<file path="config.mk">
export PLATFORM = sky130hd
export DESIGN_NAME = pc_gen_unit
export DESIGN_NICKNAME = d
export VERILOG_FILES = /design/src/rtl/pc_gen_unit_pkg.sv /design/src/rtl/pc_ras_stack.sv /design/src/rtl/pc_gen_unit.sv
export SDC_FILE = /design/constraint.sdc
export NUM_CORES = 1
export LEC_CHECK = 0
export ABC_AREA = 1
export CAP_MARGIN = 0
export CELL_PAD_IN_SITES_DETAIL_PLACEMENT = 1
export CELL_PAD_IN_SITES_GLOBAL_PLACEMENT = 2
export CORE_MARGIN = 10
export CORE_UTILIZATION = 26
export CTS_BUF_LIST = sky130_fd_sc_hd__clkbuf_8
export CTS_CLUSTER_SIZE = 10
export DETAILED_ROUTE_END_ITERATION = 7
export HOLD_SLACK_MARGIN = 0.08
export PLACE_DENSITY = 0.82
export SYNTH_ARGS = -nofsm -noshare
export SYNTH_HDL_FRONTEND = slang
export SYNTH_HIERARCHICAL = 1
export SYNTH_SLANG_ARGS = --single-unit
</file>
<file path="constraint.sdc">
create_clock -name clk -period 2 [get_ports clk]
set_clock_uncertainty 0.2 [all_clocks]
set_input_delay 0.3 -clock clk [delete_from_list [all_inputs] [get_ports clk]]
set_output_delay 0.3 -clock clk [all_outputs]
set_load 0.01 [all_outputs]
</file>
<file path="src/rtl/pc_gen_unit_pkg.sv">
// Shared definitions for the next-PC generator: address bus width, default
// vectors and the BOOT/RUN state encodings.
package pc_gen_unit_pkg;

  localparam int INST_ADDR_BUS_W = 32;

  localparam logic [INST_ADDR_BUS_W-1:0] RESET_VEC_DEF = 32'h0000_0000;
  localparam logic [INST_ADDR_BUS_W-1:0] EXC_VEC_DEF   = 32'h0000_0020;

  localparam logic [0:0] STATE_BOOT = 1'b0;
  localparam logic [0:0] STATE_RUN  = 1'b1;

endpackage

</file>
<file path="src/rtl/pc_ras_stack.sv">
// Circular return-address stack: push/pop/flush, overflow overwrites the
// oldest entry, pop-and-push in one cycle replaces the top.
module pc_ras_stack #(
  parameter int ADDR_W = 32,
  parameter int DEPTH  = 4
) (
  input  logic              clk,
  input  logic              rst_n,
  input  logic              i_push,
  input  logic              i_pop,
  input  logic              i_flush,
  input  logic [ADDR_W-1:0] i_push_addr,
  output logic [ADDR_W-1:0] o_top,
  output logic              o_empty
);

  localparam int PTR_W = (DEPTH > 1) ? $clog2(DEPTH) : 1;
  localparam int CNT_W = $clog2(DEPTH + 1);
  localparam logic [PTR_W-1:0] LAST_IDX = PTR_W'(DEPTH - 1);
  localparam logic [CNT_W-1:0] FULL_CNT = CNT_W'(DEPTH);

  logic [ADDR_W-1:0] r_mem [DEPTH];
  logic [PTR_W-1:0]  r_ptr;
  logic [CNT_W-1:0]  r_count;
  logic              w_pop_ok;
  logic [PTR_W-1:0]  w_ptr_inc;
  logic [PTR_W-1:0]  w_ptr_dec;
  logic [PTR_W-1:0]  w_wr_ptr;

  assign w_pop_ok  = i_pop && (r_count != '0);
  assign w_ptr_inc = (r_ptr == LAST_IDX) ? '0 : r_ptr + 1'b1;
  assign w_ptr_dec = (r_ptr == '0) ? LAST_IDX : r_ptr - 1'b1;
  // Pop-then-push writes over the current top instead of advancing.
  assign w_wr_ptr  = w_pop_ok ? r_ptr : w_ptr_inc;

  assign o_top   = r_mem[r_ptr];
  assign o_empty = (r_count == '0);

  // NOTE: non-blocking (<=) in every clocked block so all registers update
  // together from pre-edge values; blocking here would create ordering races.
  always_ff @(posedge clk or negedge rst_n) begin
    if (!rst_n) begin
      r_ptr   <= '0;
      r_count <= '0;
    end else if (i_flush) begin
      r_ptr   <= '0;
      r_count <= '0;
    end else if (i_push && !w_pop_ok) begin
      r_ptr   <= w_ptr_inc;
      r_count <= (r_count == FULL_CNT) ? FULL_CNT : r_count + 1'b1;
    end else if (w_pop_ok && !i_push) begin
      r_ptr   <= w_ptr_dec;
      r_count <= r_count - 1'b1;
    end
  end

  // NOTE: storage is deliberately not reset; r_count marks which entries are
  // meaningful, so resetting the array would only add reset fan-out.
  always_ff @(posedge clk) begin
    if (i_push && !i_flush) begin
      r_mem[w_wr_ptr] <= i_push_addr;
    end
  end

endmodule

</file>
<file path="src/rtl/pc_gen_unit.sv">
// Next-PC generator: owns the PC, prioritises exception/eret/branch/pending/
// sequential sources, fetch handshake. Optional return stack under PC_RAS_EN.
module pc_gen_unit
  import pc_gen_unit_pkg::*;
#(
  parameter int                 ADDR_W     = INST_ADDR_BUS_W,
  parameter int                 INST_BYTES = 4,
  parameter logic [ADDR_W-1:0]  RESET_VEC  = RESET_VEC_DEF,
  parameter logic [ADDR_W-1:0]  EXC_VEC    = EXC_VEC_DEF,
  parameter int                 RAS_DEPTH  = 4
) (
  input  logic              clk,
  input  logic              rst_n,
  input  logic              stall_i,
  input  logic              branch_i,
  input  logic [ADDR_W-1:0] branch_target_i,
  input  logic              exc_i,
  input  logic              eret_i,
  input  logic [ADDR_W-1:0] epc_i,
  input  logic              if_ready_i,
  input  logic              call_i,
  input  logic              ret_i,
  output logic [ADDR_W-1:0] pc_o,
  output logic              pc_valid_o,
  output logic [ADDR_W-1:0] pc_plus_inc_o,
  output logic              redirect_o,
  output logic              misalign_o
);

  localparam logic [ADDR_W-1:0] ALIGN_MASK = ADDR_W'(INST_BYTES - 1);

  logic [0:0]        r_state;
  logic [ADDR_W-1:0] r_pc;
  logic              r_redirect;
  logic              r_pend_valid;
  logic [ADDR_W-1:0] r_pend_target;

  logic [ADDR_W-1:0] w_pc_next;
  logic              w_redirect_next;
  logic              w_pend_valid_next;
  logic [ADDR_W-1:0] w_pend_target_next;
  logic              w_run;

  assign w_run         = (r_state == STATE_RUN);
  assign pc_o          = r_pc;
  assign pc_valid_o    = w_run;
  assign pc_plus_inc_o = r_pc + ADDR_W'(INST_BYTES);
  assign redirect_o    = r_redirect;
  assign misalign_o    = |(r_pc & ALIGN_MASK);

`ifdef PC_RAS_EN
  logic [ADDR_W-1:0] w_ras_top;
  logic              w_ras_empty;
  logic              w_ras_pop;

  pc_ras_stack #(
    .ADDR_W (ADDR_W),
    .DEPTH  (RAS_DEPTH)
  ) u_ras (
    .clk         (clk),
    .rst_n       (rst_n),
    .i_push      (w_run && call_i),
    .i_pop       (w_ras_pop),
    .i_flush     (w_run && exc_i),
    .i_push_addr (pc_plus_inc_o),
    .o_top       (w_ras_top),
    .o_empty     (w_ras_empty)
  );
`else
  logic w_unused;
  assign w_unused = call_i ^ ret_i ^ (RAS_DEPTH > 0);
`endif

  // NOTE: every always_comb output gets a default first, so no path through
  // the priority chain leaves a signal unassigned and infers a latch.
  always_comb begin
    w_pc_next          = r_pc;
    w_redirect_next    = 1'b0;
    w_pend_valid_next  = r_pend_valid;
    w_pend_target_next = r_pend_target;
`ifdef PC_RAS_EN
    w_ras_pop          = 1'b0;
`endif
    if (w_run) begin
      if (exc_i) begin
        w_pc_next         = EXC_VEC;
        w_redirect_next   = 1'b1;
        w_pend_valid_next = 1'b0;
      end else if (eret_i) begin
        w_pc_next         = epc_i;
        w_redirect_next   = 1'b1;
        w_pend_valid_next = 1'b0;
      end else if (branch_i) begin
        // Applied at once; also captured so the target survives the stall.
        w_pc_next          = branch_target_i;
        w_redirect_next    = 1'b1;
        w_pend_valid_next  = stall_i;
        w_pend_target_next = branch_target_i;
      end else if (r_pend_valid && !stall_i) begin
        w_pc_next         = r_pend_target;
        w_pend_valid_next = 1'b0;
`ifdef PC_RAS_EN
      end else if (ret_i && !w_ras_empty) begin
        w_pc_next       = w_ras_top;
        w_redirect_next = 1'b1;
        w_ras_pop       = 1'b1;
`endif
      end else if (stall_i || !if_ready_i) begin
        w_pc_next = r_pc;
      end else begin
        w_pc_next = pc_plus_inc_o;
      end
    end
  end

  always_ff @(posedge clk or negedge rst_n) begin
    if (!rst_n) begin
      r_state       <= STATE_BOOT;
      r_pc          <= RESET_VEC;
      r_redirect    <= 1'b0;
      r_pend_valid  <= 1'b0;
      r_pend_target <= '0;
    end else begin
      r_state       <= STATE_RUN;
      r_pc          <= w_pc_next;
      r_redirect    <= w_redirect_next;
      r_pend_valid  <= w_pend_valid_next;
      r_pend_target <= w_pend_target_next;
    end
  end

endmodule

</file>
==> impl_metrics.toml, run 1 <==
[clock_network]
clk_latency_ps = 370
h-tree-depth = 3
cts_inserted_buffers = 9
cts_root_buf = "clkbuf_8"
clkSlewWorstSetupHoldPaths_ps = 80
cts_tree = "yes"
clockBufferDepth = 2
cts.sinks = 67

[yosys]
syn_nets = 722
ys.flop_type = "dfrtp_1"
ys_ff_latch = 67
ys_seq_area_frac = 0.371
synth_cells = 648
ys_types = 38
synthMostInstantiatedCell = "nand2_1"
synth_warnings = 6
ys_top_cells_by_area = "dfrtp_1, nand2_1, nor2_1, mux2_2, inv_1"
synth_top_area_frac = 0.371
synth_edf_count = 0
syn_area_sq_mm = 0.00452
yosysTopAreaCell = "dfrtp_1"
synth_area_per_cell_sq_um = 6.97
async_reset_ff_frac = 1.00
synthTopCellsByCount = "nand2_1, nor2_1, dfrtp_1"

[worst_setup_path]
cp-start-kind = "flip-flop"
worst_path_largest_cell_delay_ps = 450
crit_chain = "ha_4 -> nand2_4 -> nor2_4 -> nand2_4 -> nor2_4 -> buf_6 -> buf_4 -> xnor2_2 -> inv_1 -> buf_6"
cp_top_family = "flip-flops"
critPathRequiredTime_ps = 1500
setup.worst_path.end_class = "output port"
cp_slowest_cell = "dfrtp_1"
worstSetupPathType = "flip-flop to output port"
cp_max_fo = 3
worst_ep_arrival_time_ps = 1950
critPathBufInv = 4

[die]
dieArea_sq_mm = 0.0231
ios = 140
core_area_sq_mm = 0.0172
rows = 48
start_util = 0.263
die_y_microns = 152
die_width_microns = 152

[power_and_ir_drop]
vdd_drop_max_v = 0.000282
p_leak_nw = 4.11
powerDensity_mw_per_mm2 = 571

[timing]
fmaxAchievable_mhz = 409
setup_viol = 41
final_hold_viol_count = 0
finalWorstSetupSlack_ps = -446
report.final.slew_viol_count = 0
post-route-period-util = 1.22
rsz0062_at_grt = "true"
period_minus_slack_ps = 2450

[cells_and_area]
final_area_sq_mm = 0.00805
layout.nets = 981
drive_above_1_share = 0.360
antennaDiodeCount = 0
fin_cells = 1136
syn2layout_area_growth_pct = 78.0

[route]
drc = 0
vias = 5318
avgRoutedWirePerCell_microns = 19.3
drt_first_pass_iters = 4
ant_nets = 0
wirelength_mm = 21.9
drt_iter0_markers = 196
viasPerCell = 4.68

[grt]
grt_pass1_vias = 5961
grt_max_degree = 68
grt_pass1_wl_mm = 33.5
grt_overflow_total = 0
antenna_found_initial = 0
grt_usage = 0.179

[placed_design]
dpl.hpwl_mm = 15.5
place_area_sq_mm = 0.00685
gp_congestion = 0.863
port_buffers = 137
dp.cells = 1076

[min_path]
hp-class = "input port to asynchronous set/reset pin"

[status]
status = "finished with violations"
violations = "negative setup slack"

[job]
drv_cap = 0
state kept, by name (all words and copies together), names as in the netlist:
name           count
pc_o              32
r_pend_target     32
pc_valid_o         1
r_pend_valid       1
redirect_o         1
layout make-up:
type / instances / area, sq um
fill: 2089 / 9130
multi-input combinational: 493 / 3010
timing repair buffer: 277 / 2670
sequential: 67 / 1680
tap: 225 / 282
inverter: 59 / 226
clock buffer: 12 / 165
clock inverter: 3 / 13.8
final timing paths:
path                                   startpoint                 to  slack, ps  depth (start not counted)
worst min register to register  r_pend_target[31]  r_pend_target[31]        300                          2
min in group clk                r_pend_target[31]  r_pend_target[31]        300                          2
worst max register to register            pc_o[2]           pc_o[25]       -150                         15
max in group asynchronous                   rst_n            pc_o[4]        980                          3
worst max-delay path                      pc_o[2]  pc_plus_inc_o[18]       -450                         10
worst min-delay path                        rst_n  r_pend_target[15]        280                          3
power by group:
group	internal (mW)	switching, mW	total (mW)
Clock	0.537	0.583	1.12
Combinational	0.914	0.838	1.75
Sequential	1.56	0.159	1.72
Total	3.02	1.58	4.60
what timing repair did:
item | in CTS | in global routing
pin swaps | 36 | 53
hold endpoints to repair | 67 | 0
buffers inserted | 31 | 25
setup endpoints to repair | 42 | 65
resized for setup | 211 | 110
hold buffers | 1 | 0
layout by cell type, fill, tap and decap left out, types with 2 or more instances in the layout:
cell / synthesis / final
o21ai_2: 1 / 6
o22ai_1: 5 / 5
xnor2_2: 0 / 2
nand3b_1: 6 / 6
nor2_1: 69 / 57
o21ai_0: 37 / 27
xor2_2: 0 / 5
clkdlybuf4s50_1: 0 / 83
nand2_4: 2 / 13
nor2_4: 4 / 15
clkbuf_8: 0 / 12
nand3_2: 3 / 13
xnor2_4: 0 / 3
dfrtp_1: 67 / 66
buf_12: 0 / 12
o21ai_1: 9 / 13
nor2_8: 2 / 2
mux2_2: 20 / 20
nor2_2: 7 / 8
and2_1: 2 / 2
nand3_1: 22 / 10
inv_2: 1 / 3
xor2_4: 0 / 3
nand2_1: 223 / 186
or2_2: 8 / 8
buf_2: 6 / 8
a21oi_1: 29 / 29
clkinv_2: 0 / 2
o211ai_1: 5 / 5
nand3_4: 0 / 2
inv_1: 57 / 55
buf_6: 1 / 48
clkbuf_2: 0 / 2
buf_4: 6 / 98
dlygate4sd2_1: 0 / 13
nand4_1: 4 / 4
nand2_2: 11 / 36
dlymetal6s2s_1: 0 / 11
mux2i_1: 3 / 3
logic make-up (layout without fill, tap and decap cells):
logic type               Yosys count  in the layout  synth area share
adder cells (fa/ha/maj)            1              1           0.00277
other                              1              1          0.000830
multiplexers                      23             23            0.0565
buffers and inverters             88            351            0.0814
flip-flops                        67             67             0.371
XOR/XNOR                          14             14            0.0271
AO/OA/AOI/OAI                     90             90             0.108
AND/OR/NAND/NOR                  364            364             0.353
per-layer routing:
| metal | part of all wire | GRT usage | wire length [microns] | vias up |
|---|---|---|---|---|
| met1 | 0.43 | 0.213 | 9500 | 2618 |
| met4 | 0.020 | 0.0500 | 430 | 0 |
| met5 | 0 | 0 | 0 | - |
| li1 | - | - | - | 2547 |
| met3 | 0.049 | 0.0539 | 1080 | 29 |
| met2 | 0.50 | 0.306 | 10900 | 124 |
worst reg2reg max path, cell delays in order (launching register included):
cell	delay (ps)
dfrtp_1	450
buf_6	150
inv_6	40
nor2_8	170
nand2_8	100
nor2_4	110
buf_6	130
nand3_2	60
nand2_2	90
nand2_4	60
buf_6	120
buf_6	100
o21bai_4	90
nand2_1	60
nand2_1	50
nand2_1	50
per-stage QoR:
step                      power, mW  hold WS (ps)  setup WS [ps]  TNS, ps   util
after global routing           4.87           318           -536   -15350  0.468
final                          4.60           279           -446   -10910  0.468
after floorplan                2.33          -196            119        0      -
after CTS                      4.46           294           -429    -9290  0.437
after detailed placement       3.28           164           -416   -13150  0.399
after global placement         3.23           165           -367   -10700  0.399
Note: power is estimated with default switching activity, not from simulation.
==> run 2, diff against run 1 <==
ABC_AREA = 0   (was 1)
CORE_UTILIZATION = 28   (was 26)
==> run 2 against run 1 <==
Net effect: the run still ends with negative setup slack left; register-to-register slack got worse by 400 ps; critical path depth fell by 4; worst setup slack got worse by 310 ps.
==> impl_metrics.toml, run 2 <==
[status]
status = "finished with violations"
violations = "negative setup slack"

[grt]
antenna_found_initial = 1
grt_pass1_wl_mm = 35.0
grt_overflow_total = 0
grt_pass1_vias = 5971
grt_usage = 0.221
grt_max_degree = 68

[placed_design]
port_buffers = 137
dpl.hpwl_mm = 16.3
gp_congestion = 0.948
place_area_sq_mm = 0.00703
dp.cells = 912

[yosys]
ys_types = 62
synthMuxAreaShare = 0.0850
ys_seq_area_frac = 0.386
synth_top_area_frac = 0.386
async_reset_ff_frac = 1.00
synth_compound_area_frac = 0.233
synth-adder-area-share = 0.00288
synth_top_family_by_area = "compound AO/OA/AOI/OAI gates"
ys.flop_type = "dfrtp_1"
synthTopCellsByCount = "dfrtp_1, nand2_1, nor2_1"
synthMostInstantiatedCell = "dfrtp_1"
ys_ff_latch = 67
syn_area_sq_mm = 0.00434
syn_nets = 555
synth-xor-area-share = 0.0504
yosysTopAreaCell = "dfrtp_1"
ys_top_cells_by_area = "dfrtp_1, mux2_2, nand2_1, o21ai_0, xnor2_1"
synth_edf_count = 0
synth_warnings = 6
synthSimpleGateAreaFrac = 0.201
synth_cells = 481
synth_area_per_cell_sq_um = 9.03

[power_and_ir_drop]
p_leak_nw = 4.04
powerDensity_mw_per_mm2 = 605
vdd_drop_max_v = 0.000271
power_mw = 5.17

[cells_and_area]
final_common_cell = "buf_4"
syn2layout_area_growth_pct = 96.6
final_area_sq_mm = 0.00854
layout_common_cells = "buf_4, clkdlybuf4s50_1, dfrtp_1"
drive_above_1_share = 0.487
fin_cells = 983
layout.nets = 863

[clock_network]
cts_root_buf = "clkbuf_8"
cts_inserted_buffers = 9
clk_latency_ps = 390
h-tree-depth = 3
cts.sinks = 67
clkSlewWorstSetupHoldPaths_ps = 80
clockBufferDepth = 2
cts_tree = "yes"

[route]
drt_iter0_markers = 332
avgRoutedWirePerCell_microns = 26.0
wirelength_mm = 25.5
drt_first_pass_iters = 7
ant_nets = 0
vias = 5567
drc = 0
viasPerCell = 5.66

[min_path]
min_from = "branch_i"
hp-class = "input port to flip-flop"

[worst_setup_path]
r2r-start = "pc_o[12]"
setup.worst_path.end_class = "output port"
cp-start-kind = "flip-flop"
cp_max_fo = 6
worstSetupPathType = "flip-flop to output port"
critPathRequiredTime_ps = 1500
setup.worst_path.start = "pc_o[12]"
worst_ep_arrival_time_ps = 2250

[timing]
setup_viol = 43
rsz0062_at_grt = "true"
max_slew_margin = 0.606
post-route-period-util = 1.38
tightestPinTransition_ps = 589
report.final.slew_viol_count = 0
period_minus_slack_ps = 2750
final_hold_viol_count = 0
finalWorstSetupSlack_ps = -754
fmaxAchievable_mhz = 363

[die]
die_width_microns = 145
dieArea_sq_mm = 0.0209
rows = 45
core_area_sq_mm = 0.0152
start_util = 0.286
ios = 140
die_y_microns = 145

[job]
drv_cap = 0
==> run 2: cell families (layout without fill, tap and decap cells) <==
family,count (synthesis),in the layout
flip-flops,67,67
XOR/XNOR,25,25
other,1,2
AND/OR/NAND/NOR,168,168
multiplexers,33,33
buffers and inverters,43,356
AO/OA/AOI/OAI,143,143
adder cells (fa/ha/maj),1,1
==> run 2: critical path, stage by stage, from the launching register on <==
cell     delay, ps
dfrtp_1        430
and4_4         290
nand4_1        150
buf_6          180
or4_4          540
xnor2_2        140
buf_2          140
==> run 2: final cells by class <==
type / count / area, sq um
tap: 188 / 235
timing repair buffer: 330 / 2980
multi-input combinational: 371 / 3310
clock inverter: 5 / 124
clock buffer: 11 / 151
inverter: 10 / 37.5
sequential: 67 / 1690
antenna: 1 / 2.50
fill: 1684 / 6670
==> run 2: through the flow <==
step	hold WS, ps	setup TNS, ps	utilization	setup slack, ps
floorplan	-196	-3860	-	-406
global placement	161	-30370	0.463	-735
detailed placement	160	-33570	0.463	-784
CTS	164	-14640	0.529	-777
global route	198	-20110	0.561	-797
finish	168	-18160	0.561	-754
==> run 2: power by group <==
group | switching [mW] | leakage [nW] | internal (mW) | total [mW]
logic | 0.845 | 3.07 | 0.940 | 1.79
registers | 0.168 | 0.828 | 1.57 | 1.74
clock network | 0.625 | 0.141 | 1.02 | 1.64
==> run 2: path summary, 6_finish.rpt <==
kind / slack (ps) / cells past startpoint / end
worst max-delay path: -750 / 6 / pc_plus_inc_o[26]
worst min-delay path: 170 / 4 / redirect_o
worst max register to register: -550 / 10 / pc_o[16]
worst min register to register: 310 / 1 / r_pend_target[28]
max in group asynchronous: 950 / 3 / pc_o[26]
min in group asynchronous: 240 / 3 / pc_o[29]
==> run 2: timing repair <==
item	4_1_cts	5_1_grt
hold endpoints to repair	67	0
pin swaps	47	62
buffers inserted	34	38
hold buffers	1	0
gates resized for setup	258	79
gates cloned	0	1
endpoints found under the setup margin	61	70
==> run 2: metal layers <==
metal  global-route usage  wire length, microns
met5                    0                     0
met4               0.0984                  1130
met3               0.0564                  1870
met2                0.363                 12600
met1                0.265                  9920
==> run 3, diff against run 2 <==
CORE_MARGIN = 5   (was 10)
==> run 3 against run 2 <==
Net effect: the flow still finishes with violations (negative setup slack); sequential cell count stayed put; register-to-register slack better by 110 ps; sequential power hardly changed; combinational power is 5% lower; clock power is 36% lower; worst hold slack better by 22 ps; core utilization is 1.3 points lower; cell area is 2.3% lower; routed wire length is 8.7% lower.
==> impl_metrics.toml, run 3 (synthesis results as in run 2) <==
[grt]
grt_usage = 0.240
antenna_found_initial = 0
grt_pass1_wl_mm = 33.5
grt_max_degree = 68
grt_pass1_vias = 5928
grt_overflow_total = 0

[placed_design]
port_buffers = 137
dpl.hpwl_mm = 15.2
dp.cells = 900
place_area_sq_mm = 0.00696
post-place-ws_ps = -811
gp_congestion = 0.903

[worst_setup_path]
critPathRequiredTime_ps = 1500
cp_max_fo = 6
cp_slowest_cell = "or4_4"
setup.worst_path.end_class = "output port"
cp-start-kind = "flip-flop"
worst_path_largest_cell_delay_ps = 530
worst_ep_arrival_time_ps = 2210
crit_chain = "ha_4 -> and2_4 -> nand4_1 -> buf_6 -> or4_4 -> xnor2_2 -> buf_2"
worstSetupPathType = "flip-flop to output port"

[die]
rows = 45
die_y_microns = 135
dieArea_sq_mm = 0.0181
start_util = 0.286
ios = 140
die_width_microns = 135
core_area_sq_mm = 0.0152

[clock_network]
cts_tree = "yes"
h-tree-depth = 3
cts_inserted_buffers = 9
clkSlewWorstSetupHoldPaths_ps = 80
cts.sinks = 67
clk_latency_ps = 380
cts_root_buf = "clkbuf_8"
clockBufferDepth = 2

[timing]
max_slew_margin = 0.624
final_hold_viol_count = 0
worst_hold_slack_ps = 190
setup_viol = 43
rsz0062_at_grt = "true"
finalWorstSetupSlack_ps = -709
post-route-period-util = 1.35
tns_ps = -15630
period_minus_slack_ps = 2710
fmaxAchievable_mhz = 369
report.final.slew_viol_count = 0
tightestPinTransition_ps = 557

[power_and_ir_drop]
powerDensity_mw_per_mm2 = 538
power_mw = 4.48
switching_share = 0.347
p_leak_nw = 3.90
intPower_mw = 2.93
vdd_drop_max_v = 0.000310
share_seq_of_total_power = 0.386
p_switching_mw = 1.55
pwr-share-comb = 0.380
p_clk_frac = 0.234

[cells_and_area]
fin_cells = 974
layout.nets = 855
syn2layout_area_growth_pct = 92.0
fillers = 1671
final_common_cell = "buf_4"
drive_above_1_share = 0.487
antennaDiodeCount = 0
layout_common_cells = "buf_4, clkdlybuf4s50_1, dfrtp_1"
final_area_sq_mm = 0.00834
post-route-util = 0.548

[route]
viasPerCell = 5.67
drt_first_pass_iters = 5
avgRoutedWirePerCell_microns = 23.9
vias = 5524
wirelength_mm = 23.3
ant_nets = 0
drc = 0
drt_iter0_markers = 350

[status]
violations = "negative setup slack"
status = "finished with violations"

[min_path]
hp-class = "input port to flip-flop"

[job]
drv_cap = 0
run 3: final cells by class:
class	count	area (sq um)	area share
clock buffers	10	138	0.0165
repair buffers	322	2910	0.349
inverters	10	37.5	0.00450
clock inverters	6	26.3	0.00315
flip-flops and latches	67	1690	0.203
multi-input cells	371	3300	0.395
well taps	188	235	0.0282
run 3: critical path: cells and delay by family (launching register included):
kind | cells | cell delay [ps]
buffers and inverters | 2 | 300
adder cells (fa/ha/maj) | 1 | 170
flip-flops | 1 | 410
XOR/XNOR | 1 | 150
AND/OR/NAND/NOR | 3 | 790
run 3: timing repair:
| action | 4_1_cts | 5_1_grt |
|---|---|---|
| pin swaps | 56 | 60 |
| setup buffers | 41 | 36 |
| endpoints found under the hold margin | 67 | 0 |
| resized for setup | 242 | 93 |
| hold buffers | 1 | 0 |
| setup endpoints to repair | 56 | 66 |
run 3: worst paths after layout:
check                                  startpoint           endpoint  slack, ps  cells after the start
worst max-delay path                      pc_o[2]  pc_plus_inc_o[26]       -710                      7
worst min-delay path                     branch_i         redirect_o        190                      4
worst max register to register           pc_o[10]           pc_o[23]       -440                     10
worst min register to register  r_pend_target[28]  r_pend_target[28]        310                      1
max in group asynchronous                   rst_n            pc_o[7]        960                      3
min in group asynchronous                   rst_n           pc_o[26]        290                      3
run 3: power by group through the flow:
| stage | combinational, mW | sequential, mW | clock [mW] |
|---|---|---|---|
| 6_report | 1.70 | 1.73 | 1.05 |
| 5_1_grt | 1.81 | 1.75 | 1.12 |
| 3_5_place_dp | 1.49 | 1.74 | 0 |
| 2_1_floorplan | 0.553 | 1.77 | 0 |
| 4_1_cts | 1.56 | 1.71 | 1.05 |
| 3_3_place_gp | 1.46 | 1.71 | 0 |
run 3: layer usage:
metal / global-route usage / share of wire / wire [microns]
met1: 0.298 / 0.40 / 9230
met4: 0.103 / 0.037 / 855
met5: 0 / 0 / 0
met3: 0.0522 / 0.066 / 1540
met2: 0.404 / 0.50 / 11700
